`src/rtl/pc_pkg.sv`:
```
// Shared types and helpers for the program counter and its return stack.
// Contents: command enum, fixed-priority command decode, stack-pointer width helper.
// No state, no latency; pure combinational definitions.
package pc_pkg;

  typedef enum logic [2:0] {
    CMD_HOLD,
    CMD_INC,
    CMD_LOAD,
    CMD_CALL,
    CMD_RET
  } pc_cmd_e;

  // Stack pointer spans 0..depth inclusive, so it needs one more code than entries.
  function automatic int sp_width(input int depth);
    return $clog2(depth + 1);
  endfunction

  // Fixed priority st > call > ret > inc > hold. Without a stack, call/ret
  // drop out entirely so inc still acts when they are asserted with it.
  function automatic pc_cmd_e pc_decode(input logic st, input logic call,
                                        input logic ret, input logic inc,
                                        input bit stack_en);
    if (st)                   return CMD_LOAD;
    else if (stack_en && call) return CMD_CALL;
    else if (stack_en && ret)  return CMD_RET;
    else if (inc)              return CMD_INC;
    else                       return CMD_HOLD;
  endfunction

endpackage

```
`src/rtl/pc_return_stack.sv`:
```
// LIFO of return addresses for the program counter.
// Latency: push/pop take effect on the next rising edge; top is combinational from registered sp.
// No backpressure: push while full and pop while empty are ignored (the caller flags the error).
// Ports: cl, rst_n (async active-low); push, pop, push_data in; top, full, empty out.
module pc_return_stack
  import pc_pkg::*;
#(
  parameter int WIDTH = 16,
  parameter int DEPTH = 8,
  parameter int SP_W  = sp_width(DEPTH)
) (
  input  logic             cl,
  input  logic             rst_n,
  input  logic             push,
  input  logic             pop,
  input  logic [WIDTH-1:0] push_data,
  output logic [WIDTH-1:0] top,
  output logic             full,
  output logic             empty
);

  localparam int AW = (DEPTH > 1) ? $clog2(DEPTH) : 1;

  logic [SP_W-1:0]  sp;
  logic [SP_W-1:0]  top_idx;
  logic [WIDTH-1:0] mem [DEPTH];

  assign full    = (sp == SP_W'(DEPTH));
  assign empty   = (sp == '0);
  assign top_idx = sp - 1'b1;
  // When empty the index wraps; the value is don't-care because pop is refused.
  assign top     = mem[top_idx[AW-1:0]];

  always_ff @(posedge cl or negedge rst_n) begin
    if (!rst_n) begin
      sp <= '0;
    end else if (push && !full) begin
      sp <= sp + 1'b1;
    end else if (pop && !empty) begin
      sp <= sp - 1'b1;
    end
  end

  // Contents need no reset: only entries below sp are ever read.
  always_ff @(posedge cl) begin
    if (push && !full) begin
      mem[sp[AW-1:0]] <= push_data;
    end
  end

endmodule

```
`src/rtl/program_counter.sv`:
```
// WIDTH-bit program counter with load, increment, wrap pulse and optional call/return stack.
// Latency: 1 cycle for every command; q, wrap and err are registered.
// No backpressure: a command is accepted every cycle; CALL while full / RET while empty hold q and pulse err.
// Ports: cl, rst_n (async active-low); st, call, ret, inc, d in; q, wrap, full, empty, err out.
// Build option: define PC_STACK_EN to include the return stack; otherwise call/ret are ignored.
module program_counter
  import pc_pkg::*;
#(
  parameter int               WIDTH     = 16,
  parameter int               STEP      = 1,
  parameter logic [WIDTH-1:0] RESET_VAL = '0,
  parameter int               DEPTH     = 8
) (
  input  logic             cl,
  input  logic             rst_n,
  input  logic             st,
  input  logic             call,
  input  logic             ret,
  input  logic             inc,
  input  logic [WIDTH-1:0] d,
  output logic [WIDTH-1:0] q,
  output logic             wrap,
  output logic             full,
  output logic             empty,
  output logic             err
);

`ifdef PC_STACK_EN
  localparam bit STACK_EN = 1'b1;
`else
  localparam bit STACK_EN = 1'b0;
`endif

  localparam logic [WIDTH:0] STEP_X = (WIDTH+1)'(STEP);

  pc_cmd_e          cmd;
  logic [WIDTH:0]   sum;
  logic [WIDTH-1:0] q_nxt;
  logic             wrap_nxt;
  logic             err_nxt;

  // One extra bit so the carry-out of q+STEP is the wrap indication.
  assign sum = {1'b0, q} + STEP_X;
  assign cmd = pc_decode(st, call, ret, inc, STACK_EN);

`ifdef PC_STACK_EN
  localparam int SP_W = sp_width(DEPTH);

  logic             push;
  logic             pop;
  logic [WIDTH-1:0] top;

  pc_return_stack #(
    .WIDTH(WIDTH),
    .DEPTH(DEPTH),
    .SP_W (SP_W)
  ) u_stack (
    .cl       (cl),
    .rst_n    (rst_n),
    .push     (push),
    .pop      (pop),
    .push_data(sum[WIDTH-1:0]),
    .top      (top),
    .full     (full),
    .empty    (empty)
  );
`else
  assign full  = 1'b0;
  assign empty = 1'b1;
`endif

  always_comb begin
    q_nxt    = q;
    wrap_nxt = 1'b0;
    err_nxt  = 1'b0;
`ifdef PC_STACK_EN
    push     = 1'b0;
    pop      = 1'b0;
`endif
    case (cmd)
      CMD_LOAD: q_nxt = d;
      CMD_INC: begin
        q_nxt    = sum[WIDTH-1:0];
        wrap_nxt = sum[WIDTH];
      end
`ifdef PC_STACK_EN
      // The pushed return address is the wrapped sum; its carry is not a wrap event.
      CMD_CALL: begin
        if (full) begin
          err_nxt = 1'b1;
        end else begin
          push  = 1'b1;
          q_nxt = d;
        end
      end
      CMD_RET: begin
        if (empty) begin
          err_nxt = 1'b1;
        end else begin
          pop   = 1'b1;
          q_nxt = top;
        end
      end
`endif
      default: q_nxt = q;
    endcase
  end

  always_ff @(posedge cl or negedge rst_n) begin
    if (!rst_n) begin
      q    <= RESET_VAL;
      wrap <= 1'b0;
      err  <= 1'b0;
    end else begin
      q    <= q_nxt;
      wrap <= wrap_nxt;
      err  <= err_nxt;
    end
  end

endmodule

```
`config.mk`:
```
export PLATFORM = sky130hd
export DESIGN_NAME = program_counter
export DESIGN_NICKNAME = d
export VERILOG_FILES = /design/src/rtl/pc_pkg.sv /design/src/rtl/pc_return_stack.sv /design/src/rtl/program_counter.sv
export SDC_FILE = /design/constraint.sdc
export NUM_CORES = 1
export LEC_CHECK = 0
export BUFFER_PORTS_ARGS = -buffer_cell sky130_fd_sc_hd__buf_2
export CAP_MARGIN = 15
export CORE_UTILIZATION = 42
export DETAILED_ROUTE_END_ITERATION = 7
export MAX_ROUTING_LAYER = met4
export PLACE_DENSITY = 0.74
export SYNTH_ARGS = -nofsm -noshare
export SYNTH_HDL_FRONTEND = slang
export SYNTH_SLANG_ARGS = --single-unit
```
`constraint.sdc`:
```
create_clock -name cl -period 1.45 [get_ports cl]
set_input_delay 0.0725 -clock cl [delete_from_list [all_inputs] [get_ports cl]]
set_output_delay 0.0725 -clock cl [all_outputs]
set_load 0.03 [all_outputs]
```
==> summary.md <==
| Metric | Value |
|---|---|
| Most common cell after layout, fill and taps aside | buf_2 |
| Crit end category | register |
| Failing checks | hold timing |
| Chip Width | 51.25 um |
| Total CTS buffers | 3 |
| Largest net degree at the start of global routing | 20 |
| Total gr overflow | 0 |
| Gr usage total | 20.03% |
| Worst-path clk slew | roughly 100 ps |
| Delay-heaviest family, CP | flip-flops |
| Final hold vios | 1 |
| # diodes | 0 |
| H-tree Lvls | 1 |
| Pwr/cell area | between 800 and 900 nW/um^2 |
| Reg2reg end | q[12] |
| GPL Wtd Cong | around 0.75 |
| Vias per inst | around 4.9 |
| First-pass GRT wire length | roughly 3800 um |
| Crit-path slowest cell | dfrtp_2 |
| Top Layer Used | met4 |
| DRT Pass-1 Iters | 4 |
| Multi-input gate area | 553.0 um^2 |
| Clock root buffer | clkbuf_4 |
| Met3 routed WL | 92 um |
| Reg2reg path depth | 5 |
| Post-Syn Instances | 111 |
| Tmin final | between 1000 and 1500 ps |
| Syn Area/Cell | about 9 um^2 |
| Port Buf Inserts | 36 |
| Most frequent cells in the layout | 36 x buf_2, 21 x nand2_1, 12 x dlygate4sd3_1 |
| Sink Count | 17 |
| Detailed Place HPWL | 1665 um |
| Rows | 17 |
| Die area | around 2600 um^2 |
| CP Cell Sequence | ha_2 -> nand3_1 -> nor4_2 -> xnor2_1 -> o21ai_1 |
| Antenna violations before repair | 0 |
| Leak | between 0.5 and 0.6 nW |
| Worst Path Buf+Inv | 0 |
| Post-layout net count | 183 |
| Prevailing post-synth register cell | dfrtp_1 |
| Core Area | 2255 um^2 |
| Fill cells | about 220 |
| Met2 routed WL | between 1000 and 1500 um |
| Hold_ws | -1.198 ps |
| Design Power | roughly 1.2 mW |
| Synthesis-to-layout area growth | 36.61% |
| Setup Skew | around 2.9 ps |
| FF-to-FF setup slack | 100 ps |
| Slew Limit Fails | 0 |
| CTS tree | yes |
| I/O pin cnt | 42 |
| Clk buf depth | 2 |
| Setup TNS | 0 ps |
| Setup crit start | q[0] |
| Yosys warns | 0 |
| # DRC | 0 |
| Dominant cells by area after synthesis | dfrtp_1 42%, xnor2_1 8.6%, nand2_1 7.7% |
| Metal1 wirelength | 1004 um |
| Area leader, netlist | dfrtp_1 |
| Outcome | finished, violations left |
| Worst Hold Class | input port to register |
| Crit start category | register |
| Critical Path AT | about 1500 ps |
| Antenna viol nets, final | 0 |
| Flops & latches, synth | 17 |
| R2R Path Start | q[0] |
| Max FO, Critical Path | 5 |
| Via count | 912 |
| Number of synthesized flops with an enable pin | 0 |
| Final worst-path cycle share | roughly 93% |
| Crit Path Class | register to register |
| Initial core utilization | 45.17% |
| Synthesized cell area | around 1000 um^2 |
| Setup crit end | q[12] |
| FF/Latch Area | 435.4 um^2 |
| Worst path depth | 5 |
| Ratio of cells with drive above 1 in the final layout | 38.99% |
| Worst IR Drop VDD | approximately 0.00063 V |
| Chip Height | 51.25 um |
| Synth top area share | roughly two fifths |
| Setup Fix Bufs, Post-CTS | 0 |
| Crit-path max cell delay | roughly 420 ps |
| DR iter-0 viols | 14 |
| Fmax | around 740 MHz |
| WL final | approximately 2200 um |
| Final setup viols | 0 |
| Fraction of registers with async set/reset | between 90% and 100% |
| Critical path data required time | ~1600 ps |
| Synth unique cells | 25 |
| Post-synthesis sequential area ratio | a little over two fifths |
| DR WL/cell | 11.80 um |
| Max-Cap Viols | 0 |
| Vias in the first global route | 908 |
| Worst-Skew Late Latency | around 290 ps |
what timing repair did:
| item | 4_1_cts | 5_1_grt |
|---|---|---|
| hold buffers | 12 | 0 |
| gates resized for setup | 0 | 3 |
| hold endpoints to repair | 28 | 0 |
| setup endpoints to repair | 0 | 5 |
tightest hold or removal path, cell delays in order:
cell and delay, ps:
buf_2 80, nand2_1 40, o21ai_0 60
synthesized netlist by cell type, types with 2 or more instances:
library cell,number
nand2_1,21
dfrtp_1,17
xnor2_1,10
o21ai_1,8
o21ai_0,6
nand4_1,5
nor4_2,5
buf_4,4
clkbuf_1,4
nor2_1,4
nor3_1,4
inv_1,3
nand3_1,3
xor2_1,3
conb_1,2
mux2i_1,2
nand3_4,2
layer usage:
metal,vias up,track usage [%]
li1,471,-
met1,409,23.90
met2,26,33.55
met3,6,3.274
met4,0,8.108
met5,-,-
metrics by stage:
step	util (%)	cells	setup slack, ps	instance area (um^2)
final	61.71	187	95.15	1391
after global routing	61.71	187	-2.716	1391
after CTS	60.99	187	39.58	1375
after detailed placement	54.50	171	51.11	1229
after global placement	54.50	171	69.63	1229
after floorplan	-	112	-10.52	1033
flip-flops by register name (all words and copies together) (netlist names):
| register | cells |
|---|---|
| q | 16 |
| wrap | 1 |
worst min path at each step:
stage	from	to	slack [ps]	depth (start not counted)
2_1_floorplan	rst_n	q[0]	-220	0
3_3_place_gp	rst_n	wrap	9	1
3_5_place_dp	rst_n	q[4]	20	1
4_1_cts	d[0]	q[0]	0.5	3
5_1_grt	d[14]	q[14]	20	3
6_report	d[0]	q[0]	-1	3
logic make-up after synthesis:
kind of cell / share of synthesized area, %
xor gates and xnor gates: 11.18
buffers and inverters: 6.019
adders and majority gates: 1.228
and+or+nand+nor: 28.75
AOI/OAI and AO/OA: 8.355
muxes: 1.966
DFF: 41.77
other: 0.7374
area by class of cell:
type,instances,area share [%]
repair buffers,52,23.74
well taps,28,2.518
multi-input cells,83,39.75
inverters,3,0.8094
clock buffers,4,1.888
flip-flops and latches,17,31.30
power by group:
| group | internal (mW) | switching [mW] | total [mW] |
|---|---|---|---|
| Clock | 0.107 | 0.143 | 0.250 |
| Sequential | 0.524 | 0.0673 | 0.591 |
| Combinational | 0.141 | 0.226 | 0.368 |
Note: power is estimated with default switching activity, not from simulation.
